[src/rtl/b16_uart_pkg.sv]
// b16_uart_pkg: shared definitions for the b16 memory-mapped UART.
//   - register indices (addr[3:1]) within the 16-byte I/O page
//   - STAT bit positions
//   - TX / RX state encodings
//   - half_bit_load(): counter preload giving a (div+1)/2 clock delay
package b16_uart_pkg;

  localparam logic [2:0] REG_DATA = 3'd0;
  localparam logic [2:0] REG_STAT = 3'd1;
  localparam logic [2:0] REG_DIV  = 3'd2;

  localparam int STAT_RXAV   = 0;
  localparam int STAT_TXNF   = 1;
  localparam int STAT_OVR    = 2;
  localparam int STAT_TXIDLE = 3;
  localparam int STAT_FERR   = 4;

  typedef enum logic [1:0] {
    TX_IDLE  = 2'd0,
    TX_START = 2'd1,
    TX_DATA  = 2'd2,
    TX_STOP  = 2'd3
  } tx_state_t;

  typedef enum logic [1:0] {
    RX_IDLE  = 2'd0,
    RX_START = 2'd1,
    RX_DATA  = 2'd2,
    RX_STOP  = 2'd3
  } rx_state_t;

  // A down-counter loaded with N expires N+1 clocks later, so the start-bit
  // resample point (div+1)/2 clocks after the edge needs a preload of
  // (div+1)/2 - 1. div=0 would underflow; clamp to 0.
  function automatic logic [15:0] half_bit_load(input logic [15:0] div);
    logic [16:0] half;
    half = ({1'b0, div} + 17'd1) >> 1;
    return (half == 17'd0) ? 16'd0 : 16'(half - 17'd1);
  endfunction

endpackage

[src/rtl/b16_uart_if.sv]
// b16_uart_if: b16 cpu data-bus slice seen by an I/O slave.
//   addr  cpu byte address
//   rd    read strobe
//   wr    write lanes, wr[1] = din[15:8], wr[0] = din[7:0]
//   din   cpu dataout
//   dout  slave read data (0 when not addressed, so slaves can be ORed)
interface b16_uart_if #(
  parameter int l = 16
);
  logic [l-1:0] addr;
  logic         rd;
  logic [1:0]   wr;
  logic [l-1:0] din;
  logic [l-1:0] dout;

  modport master (output addr, rd, wr, din, input dout);
  modport slave  (input addr, rd, wr, din, output dout);
endinterface

[src/rtl/b16_fifo.sv]
// b16_fifo: small synchronous byte FIFO, 2^fdep entries.
//   clk, nreset  clock, synchronous active-low reset (empties the FIFO)
//   push, din    write request / data; dropped when full unless popping
//   pop          read request; ignored when empty
//   dout         head entry (combinational, stale when empty)
//   full, empty  status
// Push and pop in the same cycle both take effect, even when full.
module b16_fifo #(
  parameter int fdep = 2,
  parameter int w    = 8
) (
  input  logic         clk,
  input  logic         nreset,
  input  logic         push,
  input  logic         pop,
  input  logic [w-1:0] din,
  output logic [w-1:0] dout,
  output logic         full,
  output logic         empty
);

  localparam int depth = 1 << fdep;

  logic [w-1:0]    mem [depth];
  logic [fdep-1:0] wptr_reg;
  logic [fdep-1:0] rptr_reg;
  logic [fdep:0]   count_reg;
  logic            do_push;
  logic            do_pop;

  assign empty   = (count_reg == '0);
  assign full    = (count_reg == (fdep+1)'(depth));
  assign do_pop  = pop && !empty;
  // A pop frees the slot this same edge, so a push into a full FIFO is kept.
  assign do_push = push && (!full || do_pop);
  assign dout    = mem[rptr_reg];

  always_ff @(posedge clk) begin
    if (do_push) begin
      mem[wptr_reg] <= din;
    end
  end

  always_ff @(posedge clk) begin
    if (!nreset) begin
      wptr_reg  <= '0;
      rptr_reg  <= '0;
      count_reg <= '0;
    end else begin
      if (do_push) begin
        wptr_reg <= wptr_reg + 1'b1;
      end
      if (do_pop) begin
        rptr_reg <= rptr_reg + 1'b1;
      end
      case ({do_push, do_pop})
        2'b10:   count_reg <= count_reg + 1'b1;
        2'b01:   count_reg <= count_reg - 1'b1;
        default: count_reg <= count_reg;
      endcase
    end
  end

endmodule

[src/rtl/b16_uart.sv]
// b16_uart: memory-mapped 8N1 UART slave on the b16 cpu data bus.
//   clk     clock
//   nreset  synchronous, active-low reset
//   bus     cpu bus slice (addr/rd/wr/din in, dout out)
//   txd     serial out, idle high
//   rxd     serial in, asynchronous to clk
// Page select: addr[l-1:4] == iobase. Registers at addr[3:1]:
//   0 DATA  write: push TX byte; read: {rxb,rxb} and pop RX (0 if empty)
//   1 STAT  {ferr, txidle, ovr, txnf, rxav}; write bit2 clears ovr, bit4 ferr
//   2 DIV   bit time = div+1 clocks, byte-lane writable
// Read data is combinational so a cpu load completes in the same cycle.
module b16_uart
  import b16_uart_pkg::*;
#(
  parameter int          l      = 16,
  parameter logic [11:0] iobase = 12'hFFD,
  parameter int          fdep   = 2,
  parameter logic [15:0] div0   = 16'd433
) (
  input  logic        clk,
  input  logic        nreset,
  b16_uart_if.slave   bus,
  output logic        txd,
  input  logic        rxd
);

  // ---------------------------------------------------------------- decode
  logic       sel;
  logic [2:0] idx;
  logic       wr_any;
  logic       stat_wr;
  logic       div_wr;
  logic       unused_addr0;

  assign sel          = (bus.addr[l-1:4] == iobase);
  assign idx          = bus.addr[3:1];
  assign wr_any       = |bus.wr;
  assign stat_wr      = sel && wr_any && (idx == REG_STAT);
  assign div_wr       = sel && wr_any && (idx == REG_DIV);
  assign unused_addr0 = bus.addr[0];

  // ----------------------------------------------------------------- FIFOs
  logic       tx_push, tx_pop, tx_full, tx_empty;
  logic [7:0] tx_byte, tx_fifo_dout;
  logic       rx_push, rx_pop, rx_full, rx_empty;
  logic [7:0] rx_fifo_dout;

  assign tx_push = sel && wr_any && (idx == REG_DATA);
  assign tx_byte = bus.wr[0] ? bus.din[7:0] : bus.din[15:8];
  assign rx_pop  = sel && bus.rd && (idx == REG_DATA) && !rx_empty;

  b16_fifo #(.fdep(fdep), .w(8)) u_tx_fifo (
    .clk    (clk),
    .nreset (nreset),
    .push   (tx_push),
    .pop    (tx_pop),
    .din    (tx_byte),
    .dout   (tx_fifo_dout),
    .full   (tx_full),
    .empty  (tx_empty)
  );

  logic [7:0] rx_sh_reg;

  b16_fifo #(.fdep(fdep), .w(8)) u_rx_fifo (
    .clk    (clk),
    .nreset (nreset),
    .push   (rx_push),
    .pop    (rx_pop),
    .din    (rx_sh_reg),
    .dout   (rx_fifo_dout),
    .full   (rx_full),
    .empty  (rx_empty)
  );

  // ------------------------------------------------- divisor and flag regs
  logic [15:0] div_reg;
  logic        ovr_reg;
  logic        ferr_reg;
  logic        ovr_set;
  logic        ferr_set;

  // A pop in the same cycle makes room, so that is not an overrun.
  assign ovr_set = rx_push && rx_full && !rx_pop;

  always_ff @(posedge clk) begin
    if (!nreset) begin
      div_reg  <= div0;
      ovr_reg  <= 1'b0;
      ferr_reg <= 1'b0;
    end else begin
      if (div_wr && bus.wr[1]) begin
        div_reg[15:8] <= bus.din[15:8];
      end
      if (div_wr && bus.wr[0]) begin
        div_reg[7:0] <= bus.din[7:0];
      end
      // A new error in the clearing cycle wins so no event is lost.
      if (ovr_set) begin
        ovr_reg <= 1'b1;
      end else if (stat_wr && bus.din[STAT_OVR]) begin
        ovr_reg <= 1'b0;
      end
      if (ferr_set) begin
        ferr_reg <= 1'b1;
      end else if (stat_wr && bus.din[STAT_FERR]) begin
        ferr_reg <= 1'b0;
      end
    end
  end

  // ---------------------------------------------------------------- TX FSM
  // Counters count down from div; reloading div at each bit boundary is what
  // makes a divisor write take effect on the next bit.
  tx_state_t   tx_state_reg, tx_state_next;
  logic [15:0] tx_cnt_reg, tx_cnt_next;
  logic [2:0]  tx_bit_reg, tx_bit_next;
  logic [7:0]  tx_sh_reg, tx_sh_next;
  logic        txd_reg, txd_next;

  always_ff @(posedge clk) begin
    if (!nreset) begin
      tx_state_reg <= TX_IDLE;
      tx_cnt_reg   <= '0;
      tx_bit_reg   <= '0;
      tx_sh_reg    <= '0;
      txd_reg      <= 1'b1;
    end else begin
      tx_state_reg <= tx_state_next;
      tx_cnt_reg   <= tx_cnt_next;
      tx_bit_reg   <= tx_bit_next;
      tx_sh_reg    <= tx_sh_next;
      txd_reg      <= txd_next;
    end
  end

  always_comb begin
    tx_state_next = tx_state_reg;
    tx_cnt_next   = tx_cnt_reg;
    tx_bit_next   = tx_bit_reg;
    tx_sh_next    = tx_sh_reg;
    tx_pop        = 1'b0;
    case (tx_state_reg)
      TX_IDLE: begin
        if (!tx_empty) begin
          tx_pop        = 1'b1;
          tx_state_next = TX_START;
          tx_cnt_next   = div_reg;
          tx_sh_next    = tx_fifo_dout;
        end
      end
      TX_START: begin
        if (tx_cnt_reg == '0) begin
          tx_state_next = TX_DATA;
          tx_cnt_next   = div_reg;
          tx_bit_next   = 3'd0;
        end else begin
          tx_cnt_next = tx_cnt_reg - 1'b1;
        end
      end
      TX_DATA: begin
        if (tx_cnt_reg == '0) begin
          tx_cnt_next = div_reg;
          tx_sh_next  = tx_sh_reg >> 1;
          if (tx_bit_reg == 3'd7) begin
            tx_state_next = TX_STOP;
          end else begin
            tx_bit_next = tx_bit_reg + 1'b1;
          end
        end else begin
          tx_cnt_next = tx_cnt_reg - 1'b1;
        end
      end
      TX_STOP: begin
        if (tx_cnt_reg == '0) begin
          // Chain straight into the next start bit: no idle gap.
          if (!tx_empty) begin
            tx_pop        = 1'b1;
            tx_state_next = TX_START;
            tx_cnt_next   = div_reg;
            tx_sh_next    = tx_fifo_dout;
          end else begin
            tx_state_next = TX_IDLE;
          end
        end else begin
          tx_cnt_next = tx_cnt_reg - 1'b1;
        end
      end
      default: tx_state_next = TX_IDLE;
    endcase

    // txd is registered from the next state so it changes on the same edge
    // as the state register.
    case (tx_state_next)
      TX_START: txd_next = 1'b0;
      TX_DATA:  txd_next = tx_sh_next[0];
      default:  txd_next = 1'b1;
    endcase
  end

  assign txd = txd_reg;

  // ---------------------------------------------------------------- RX FSM
  logic        rx_s1_reg, rx_s2_reg, rx_prev_reg;
  rx_state_t   rx_state_reg, rx_state_next;
  logic [15:0] rx_cnt_reg, rx_cnt_next;
  logic [2:0]  rx_bit_reg, rx_bit_next;
  logic [7:0]  rx_sh_next;

  // Two-flop synchronizer plus one more stage for falling-edge detection.
  always_ff @(posedge clk) begin
    if (!nreset) begin
      rx_s1_reg   <= 1'b1;
      rx_s2_reg   <= 1'b1;
      rx_prev_reg <= 1'b1;
    end else begin
      rx_s1_reg   <= rxd;
      rx_s2_reg   <= rx_s1_reg;
      rx_prev_reg <= rx_s2_reg;
    end
  end

  always_ff @(posedge clk) begin
    if (!nreset) begin
      rx_state_reg <= RX_IDLE;
      rx_cnt_reg   <= '0;
      rx_bit_reg   <= '0;
      rx_sh_reg    <= '0;
    end else begin
      rx_state_reg <= rx_state_next;
      rx_cnt_reg   <= rx_cnt_next;
      rx_bit_reg   <= rx_bit_next;
      rx_sh_reg    <= rx_sh_next;
    end
  end

  always_comb begin
    rx_state_next = rx_state_reg;
    rx_cnt_next   = rx_cnt_reg;
    rx_bit_next   = rx_bit_reg;
    rx_sh_next    = rx_sh_reg;
    rx_push       = 1'b0;
    ferr_set      = 1'b0;
    case (rx_state_reg)
      RX_IDLE: begin
        if (rx_prev_reg && !rx_s2_reg) begin
          rx_state_next = RX_START;
          rx_cnt_next   = half_bit_load(div_reg);
        end
      end
      RX_START: begin
        if (rx_cnt_reg == '0) begin
          if (rx_s2_reg) begin
            // Line back high at mid start bit: treat as a glitch.
            rx_state_next = RX_IDLE;
          end else begin
            rx_state_next = RX_DATA;
            rx_cnt_next   = div_reg;
            rx_bit_next   = 3'd0;
          end
        end else begin
          rx_cnt_next = rx_cnt_reg - 1'b1;
        end
      end
      RX_DATA: begin
        if (rx_cnt_reg == '0) begin
          rx_sh_next  = {rx_s2_reg, rx_sh_reg[7:1]};
          rx_cnt_next = div_reg;
          if (rx_bit_reg == 3'd7) begin
            rx_state_next = RX_STOP;
          end else begin
            rx_bit_next = rx_bit_reg + 1'b1;
          end
        end else begin
          rx_cnt_next = rx_cnt_reg - 1'b1;
        end
      end
      RX_STOP: begin
        if (rx_cnt_reg == '0) begin
          rx_state_next = RX_IDLE;
          if (rx_s2_reg) begin
            rx_push = 1'b1;
          end else begin
            ferr_set = 1'b1;
          end
        end else begin
          rx_cnt_next = rx_cnt_reg - 1'b1;
        end
      end
      default: rx_state_next = RX_IDLE;
    endcase
  end

  // ------------------------------------------------------------- read mux
  logic         txidle;
  logic [l-1:0] rd_data;

  assign txidle = tx_empty && (tx_state_reg == TX_IDLE);

  always_comb begin
    rd_data = '0;
    if (sel && bus.rd) begin
      case (idx)
        REG_DATA: begin
          if (!rx_empty) begin
            rd_data[15:0] = {rx_fifo_dout, rx_fifo_dout};
          end
        end
        REG_STAT: begin
          rd_data[STAT_RXAV]   = !rx_empty;
          rd_data[STAT_TXNF]   = !tx_full;
          rd_data[STAT_OVR]    = ovr_reg;
          rd_data[STAT_TXIDLE] = txidle;
          rd_data[STAT_FERR]   = ferr_reg;
        end
        REG_DIV: begin
          rd_data[15:0] = div_reg;
        end
        default: rd_data = '0;
      endcase
    end
  end

  assign bus.dout = rd_data;

endmodule
[src/flat_wrapper.sv]
// flat-port wrapper written by rule: the top's interface ports become plain ports
module b16_uart_flat import b16_uart_pkg::*;
#(
  parameter int          l      = 16,
  parameter logic [11:0] iobase = 12'hFFD,
  parameter int          fdep   = 2,
  parameter logic [15:0] div0   = 16'd433
)
  (clk, nreset, txd, rxd, bus_addr, bus_rd, bus_wr, bus_din, bus_dout);
  b16_uart_if #(.l(l)) bus_i ();
  input  logic clk;
  input  logic nreset;
  output logic txd;
  input  logic rxd;
  input wire logic [$bits(bus_i.addr)-1:0] bus_addr;
  input wire logic [$bits(bus_i.rd)-1:0] bus_rd;
  input wire logic [$bits(bus_i.wr)-1:0] bus_wr;
  input wire logic [$bits(bus_i.din)-1:0] bus_din;
  output wire logic [$bits(bus_i.dout)-1:0] bus_dout;
  assign bus_i.addr = bus_addr;
  assign bus_i.rd = bus_rd;
  assign bus_i.wr = bus_wr;
  assign bus_i.din = bus_din;
  assign bus_dout = bus_i.dout;
  b16_uart #(.l(l), .iobase(iobase), .fdep(fdep), .div0(div0)) u_core (.clk(clk), .nreset(nreset), .bus(bus_i), .txd(txd), .rxd(rxd));
endmodule
[config.mk]
export PLATFORM = sky130hd
export DESIGN_NAME = b16_uart_flat
export DESIGN_NICKNAME = d
export VERILOG_FILES = /design/src/rtl/b16_uart_pkg.sv /design/src/rtl/b16_uart_if.sv /design/src/rtl/b16_fifo.sv /design/src/rtl/b16_uart.sv /design/src/flat_wrapper.sv
export SDC_FILE = /design/constraint.sdc
export NUM_CORES = 1
export LEC_CHECK = 0
export ABC_AREA = 1
export ABC_CLOCK_PERIOD_IN_PS = 2940
export BUFFER_PORTS_ARGS = -buffer_cell sky130_fd_sc_hd__clkbuf_2
export CORE_UTILIZATION = 56
export DETAILED_ROUTE_END_ITERATION = 8
export PLACE_DENSITY = 0.74
export SLEW_MARGIN = 40
export SYNTH_ARGS = -nofsm -noshare
export SYNTH_HDL_FRONTEND = slang
export SYNTH_HIERARCHICAL = 1
export SYNTH_SLANG_ARGS = --single-unit
[constraint.sdc]
create_clock -name clk -period 2.94 [get_ports clk]
set_input_delay 0.147 -clock clk [delete_from_list [all_inputs] [get_ports clk]]
set_output_delay 0.147 -clock clk [all_outputs]
set_load 0.05 [all_outputs]
Word-level counts from Yosys, hierarchy flattened --
Memory sizes are Yosys's and may differ from the RTL's. A register that Yosys moved wholly into a read port is not among the register bits. Cells that the tools add are included.
Storage, ports and cells: bits in registers 94, memory bits (writable) 64, bits of input ports 38, logic and storage cells 188, memories 2
Memories:
- u_core.u_rx_fifo.mem | words 4, bits a word 8, rd ports 1, clocked after memory_dff 1, wr ports 1, RTL line b16_fifo.sv:24 | logic [w-1:0] mem [depth];
- u_core.u_tx_fifo.mem | words 4, bits a word 8, rd ports 1, clocked after memory_dff 1, wr ports 1, RTL line b16_fifo.sv:24
Operators by class: add/sub/neg operators 14, eq/ne operators 32, multiplexer cells 67, reduce and logical (&&, ||, !) cells 50
Operators by type and width (number):
- $mux W16 | 11
- $pmux W16 S4 | 1
- $pmux W16 S3 | 1
- $sub A16 B1 Y16 const B | 3
- $logic_not A16 Y1 | 2
- $mux W8 | 4
- $mux W2 | 15
- $pmux W3 S2 | 4
- $pmux W8 S3 | 1
- $pmux W11 S2 | 1
- $mux W3 | 7
- $logic_and A1 B1 Y1 | 19
- $add A16 B1 Y17 const B | 1
- $logic_not A17 Y1 | 1
- $mux W1 | 17
- $ne A2 B1 Y1 const B | 8
- $pmux W2 S4 | 2
- $pmux W5 S3 | 1
- $eq A2 B2 Y1 const B | 7
- $add A3 B1 Y3 const B | 4
- $eq A12 B12 Y1 const B | 1
- $eq A3 B3 Y1 const B | 4
- $reduce_bool A2 Y1 | 6
- $eq A2 B1 Y1 const B | 5
- other kinds (17) | 37

Longest topological paths before layout --
depth in word-level cells 9, gate-level depth with buffers 17

Cells and area by module --
Netlist, hierarchy kept.
By module, submodules not included:
- b16_uart | instances 1, cells each 1053, area each 6248.5 um^2, seq. area each 1601.5 um^2
- b16_fifo | instances 2, cells each 140, area each 1655.3 um^2, seq. area each 1141.1 um^2

Least setup slack after synthesis --
No wires, ideal clock.
kind register to register, start point reg u_core.tx_cnt_reg[0], end point reg u_core.u_tx_fifo.count_reg[2], data arrival time 2.754 ns, data required time 2.825 ns, path slack 0.071 ns, cell stages (with the launch flop) 17, period minus slack after synthesis 2.869 ns, cell sequence dfxtp_1 inv_1 ha_1 nand2_1 nor2_1 nand3_1 nor3_1 nand3_1 nand2_1 nand2_1 nor2_1 nand3_1 fa_1 inv_1 nand4_1 a21oi_1 nor2_1
Between the ends: longest elaborated chain between the ends 8, elaborated cells between the ends (all ways) 10
Ends and longest elaborated chain:
- start: declaration | RTL line b16_uart.sv:116 | logic [15:0] tx_cnt_reg, tx_cnt_next;
- start signal: assignment | RTL line b16_uart.sv:130 | tx_cnt_reg <= tx_cnt_next;
- $logic_not A16 Y1 * | RTL line b16_uart.sv:175 | if (tx_cnt_reg == '0) begin
- $mux W1 * | RTL line b16_uart.sv:175
- $pmux W1 S2 * | RTL line b16_uart.sv:143 | case (tx_state_reg)
- via u_core.tx_pop | RTL line b16_uart.sv:43 | logic tx_push, tx_pop, tx_full, tx_empty;
- $logic_and A1 B1 Y1 * | RTL line b16_fifo.sv:33 | assign do_pop = pop && !empty;
- $logic_or A1 B1 Y1 | RTL line b16_fifo.sv:35 | assign do_push = push && (!full || do_pop);
- $logic_and A1 B1 Y1 | RTL line b16_fifo.sv:35
- $eq A2 B1 Y1 / $eq A2 B2 Y1 (equally long branches) | RTL line b16_fifo.sv:56 | case ({do_push, do_pop})
- $pmux W3 S2 / $reduce_bool A2 Y1 (equally long branches)
- end signal: assignment | RTL line b16_fifo.sv:57 | 2'b10: count_reg <= count_reg + 1'b1;
- end signal: assignment | RTL line b16_fifo.sv:58 | 2'b01: count_reg <= count_reg - 1'b1;
- end signal: assignment | RTL line b16_fifo.sv:59 | default: count_reg <= count_reg;
- end: declaration | RTL line b16_fifo.sv:27 | logic [fdep:0] count_reg;
The timed path passes the listed nets; every way through them passes the cells marked *. A chain may end at the register's enable or synchronous reset.

Worst setup path in the final report --
Same ends and word-level chain as after synthesis.

==> flow_summary.toml <==
[setup_path]
crit_path_start_kind = "register"
critPathRequiredTime_ps = 3260
crit_start = "u_core/tx_cnt_reg[0]"
crit_fanout = 4
r2r-start = "u_core/tx_cnt_reg[0]"
path_class = "register to register"
crit_arrival_ps = 3000
end_kind = "register"

[job]
cap_violations = 0

[synthesis]
yosys.area_share.simple_pct = 26.65
synthTopCellsByArea = "dfxtp_1 21%, edfxtp_1 20%, nand2_1 12%"
netlist_area_um2 = 9559
synth_top_family_by_area = "simple AND/OR/NAND/NOR gates"
avgSynthCellArea_um2 = 7.171
synth_compound_area_share_pct = 18.98
syn-instance-count = 1333
ys_types = 43
synth_adder_area_share_pct = 3.822
yosysTopAreaCell = "dfxtp_1"
ys_seq_area_share_pct = 40.63
synth_edf_count = 64
synth_nets = 1399
ys.warnings.count = 6
synthArstFlopShare_pct = 0
muxShareOfSynthArea_pct = 0
synth_ff_type = "dfxtp_1"
ys_ff_latch = 162
yosysTopAreaCellShare_pct = 20.52
synth_xor_area_share_pct = 1.924

[final_layout]
antennaDiodeCount = 0
area_growth_pct = 13.26
nets = 1468
fin_util_pct = 65.06
largest_registers = "u_core/u_rx_fifo/mem: 32 flops, u_core/u_tx_fifo/mem: 32 flops"
fillerInstances = 1452
drive_gt1_share_pct = 11.87

[clocking]
clk_path_buf_depth = 2
cts_setup_buffers = 0
htreeDepth = 4
cts_buffers = 17
worstSkewPairLatency_ps = 430
clk_pin_slew_ps = 70
cts-root-buf = "clkbuf_16"
cts_tree = "built"
cts.sink_count = 162

[sta]
drv_slew = 0
skew_ps = 9.081
max_slew_margin_pct = 49.82
rsz0062_at_grt = "no"
worst_slew_pin_slew_ps = 750.8
fin_tns_setup_ps = 0
fin_crit_sh_pct = 91.00
max_freq_mhz = 373.8
setup_viol = 0
finalHoldViolations = 0
fin_crit_ps = 2675

[place]
place_hpwl_mm = 18.83
place_congestion = 0.9179
port-buffer-count = 53

[routing]
routedWlPerCell_um = 16.33
drt_pre_antenna_iters = 5
ant_nets = 0
drcViolationCount = 0
vias = 9322
drt_wl_total_mm = 26.71
viasPerCell = 5.702
drt_iter0_markers = 1017

[status]
status = "finished, final reports clean"

[power_and_ir_drop]
p_per_area_nw_per_um2 = 590.6
p_leak_nw = 4.588
ir_drop_mv = 0.5576

[global_routing]
gr-usage-all-layers_pct = 31.43
grt_pass1_vias = 8720
grt_pass1_wl_mm = 43.41
antenna_found_initial = 0
grt_max_degree = 66
grt-ovfl-total = 0

[worst_hold_path]
hold_class = "input pin to register"
worstHoldStart = "bus_wr[1]"

[floorplanning]
coreArea_um2 = 16640
die_width_um = 132.7
start_util_pct = 57.44
rows = 47
die_h_um = 132.7
pin_count = 55
dieArea_um2 = 17600
## synth_stat cells (all sizes together), types with 14 or more instances
library cell and n:
nor2 163, xor2 17, a21oi 107, nand3 72
ha 26, dfxtp 98, nor3 14, o22ai 17
nand2 312, clkbuf 31, edfxtp 64, o21ai 168
inv 150, nand4 21
## kinds of logic after synthesis
logic type | Yosys count
and+or+nand+nor | 592
adders and majority gates | 28
DFF | 162
xor gates and xnor gates | 21
buffers and inverters | 197
AOI/OAI and AO/OA | 333
## critical path, stage by stage (launching register included)
cell and delay [ps]:
dfxtp_1 320, inv_1 120, ha_1 220, nand2_2 110, nor2_2 140, nand3_1 100
nor3_2 160, nand3_1 140, nand2_1 100, nand2_1 70, nor2_2 120, nand3_2 120
fa_1 410, inv_1 70, nand4_1 110, a21oi_1 180, nor2_1 60
## power breakdown
group	internal, mW	total (mW)	switching (mW)
combinational	0.535	1.59	1.05
sequential	2.45	2.59	0.141
clock	1.27	2.21	0.946
## metrics by stage
stage / instances / cell area, µm² / hold slack [ps] / power (mW) / worst slack (ps)
2_1_floorplan: 1333 / 9559 / 237.6 / 3.818 / 71.15
3_3_place_gp: 1597 / 10170 / 335.6 / 4.158 / 208.7
3_5_place_dp: 1597 / 10170 / 335.0 / 4.186 / 78.12
4_1_cts: 1635 / 10810 / 20.48 / 6.409 / 24.43
5_1_grt: 1635 / 10830 / 39.91 / 6.760 / 20.49
6_report: 1635 / 10830 / 27.75 / 6.394 / 264.7
## final cells by class
cell class / instances / area, µm² / area share [%]
clock inverters: 13 / 147.6 / 1.364
repair buffers: 93 / 580.6 / 5.362
inverters: 154 / 578.1 / 5.339
well taps: 220 / 275.3 / 2.542
clock buffers: 19 / 432.9 / 3.999
multi-input cells: 974 / 4928 / 45.52
flip-flops and latches: 162 / 3884 / 35.87
## metal layers
layer  share of wire [%]  vias up  wire length (µm)  track usage [%]
met5                   0        -                 0                0
li1                    -     4584                 -                -
met1                  42     4264             11140            40.15
met2                  47      396             12450            51.17
met3                 7.7       78              2057            4.943
met4                 4.0        0              1061            16.99
## path summary, 6_finish.rpt
| check | slack, ps | endpoint | cells past startpoint |
|---|---|---|---|
| setup / recovery | 260 | u_core/u_tx_fifo/count_reg[2] | 16 |
| hold / removal | 30 | u_core/div_reg[8] | 3 |
| setup reg to reg | 260 | u_core/u_tx_fifo/count_reg[2] | 16 |
| hold reg to reg | 420 | u_core/rx_s2_reg | 1 |
## cell usage in the layout, fill, tap and decap left out, types with 13 or more instances in the layout
cell type  instances
a21oi_1          107
buf_4             34
clkbuf_16         17
clkbuf_2          53
dfxtp_1           98
edfxtp_1          64
ha_1              26
inv_1            144
nand2_1          298
nand2_2           14
nand3_1           66
nand4_1           21
nor2_1           145
nor2_2            13
o21ai_0          156
o22ai_1           17
xor2_1            17
## timing repair
item | CTS | global route
endpoints found under the setup margin | 0 | 18
gates resized for setup | 0 | 5
hold endpoints to repair | 6 | 0
hold buffers | 6 | 0
No activity file was read; power rests on OpenSTA's default activity.
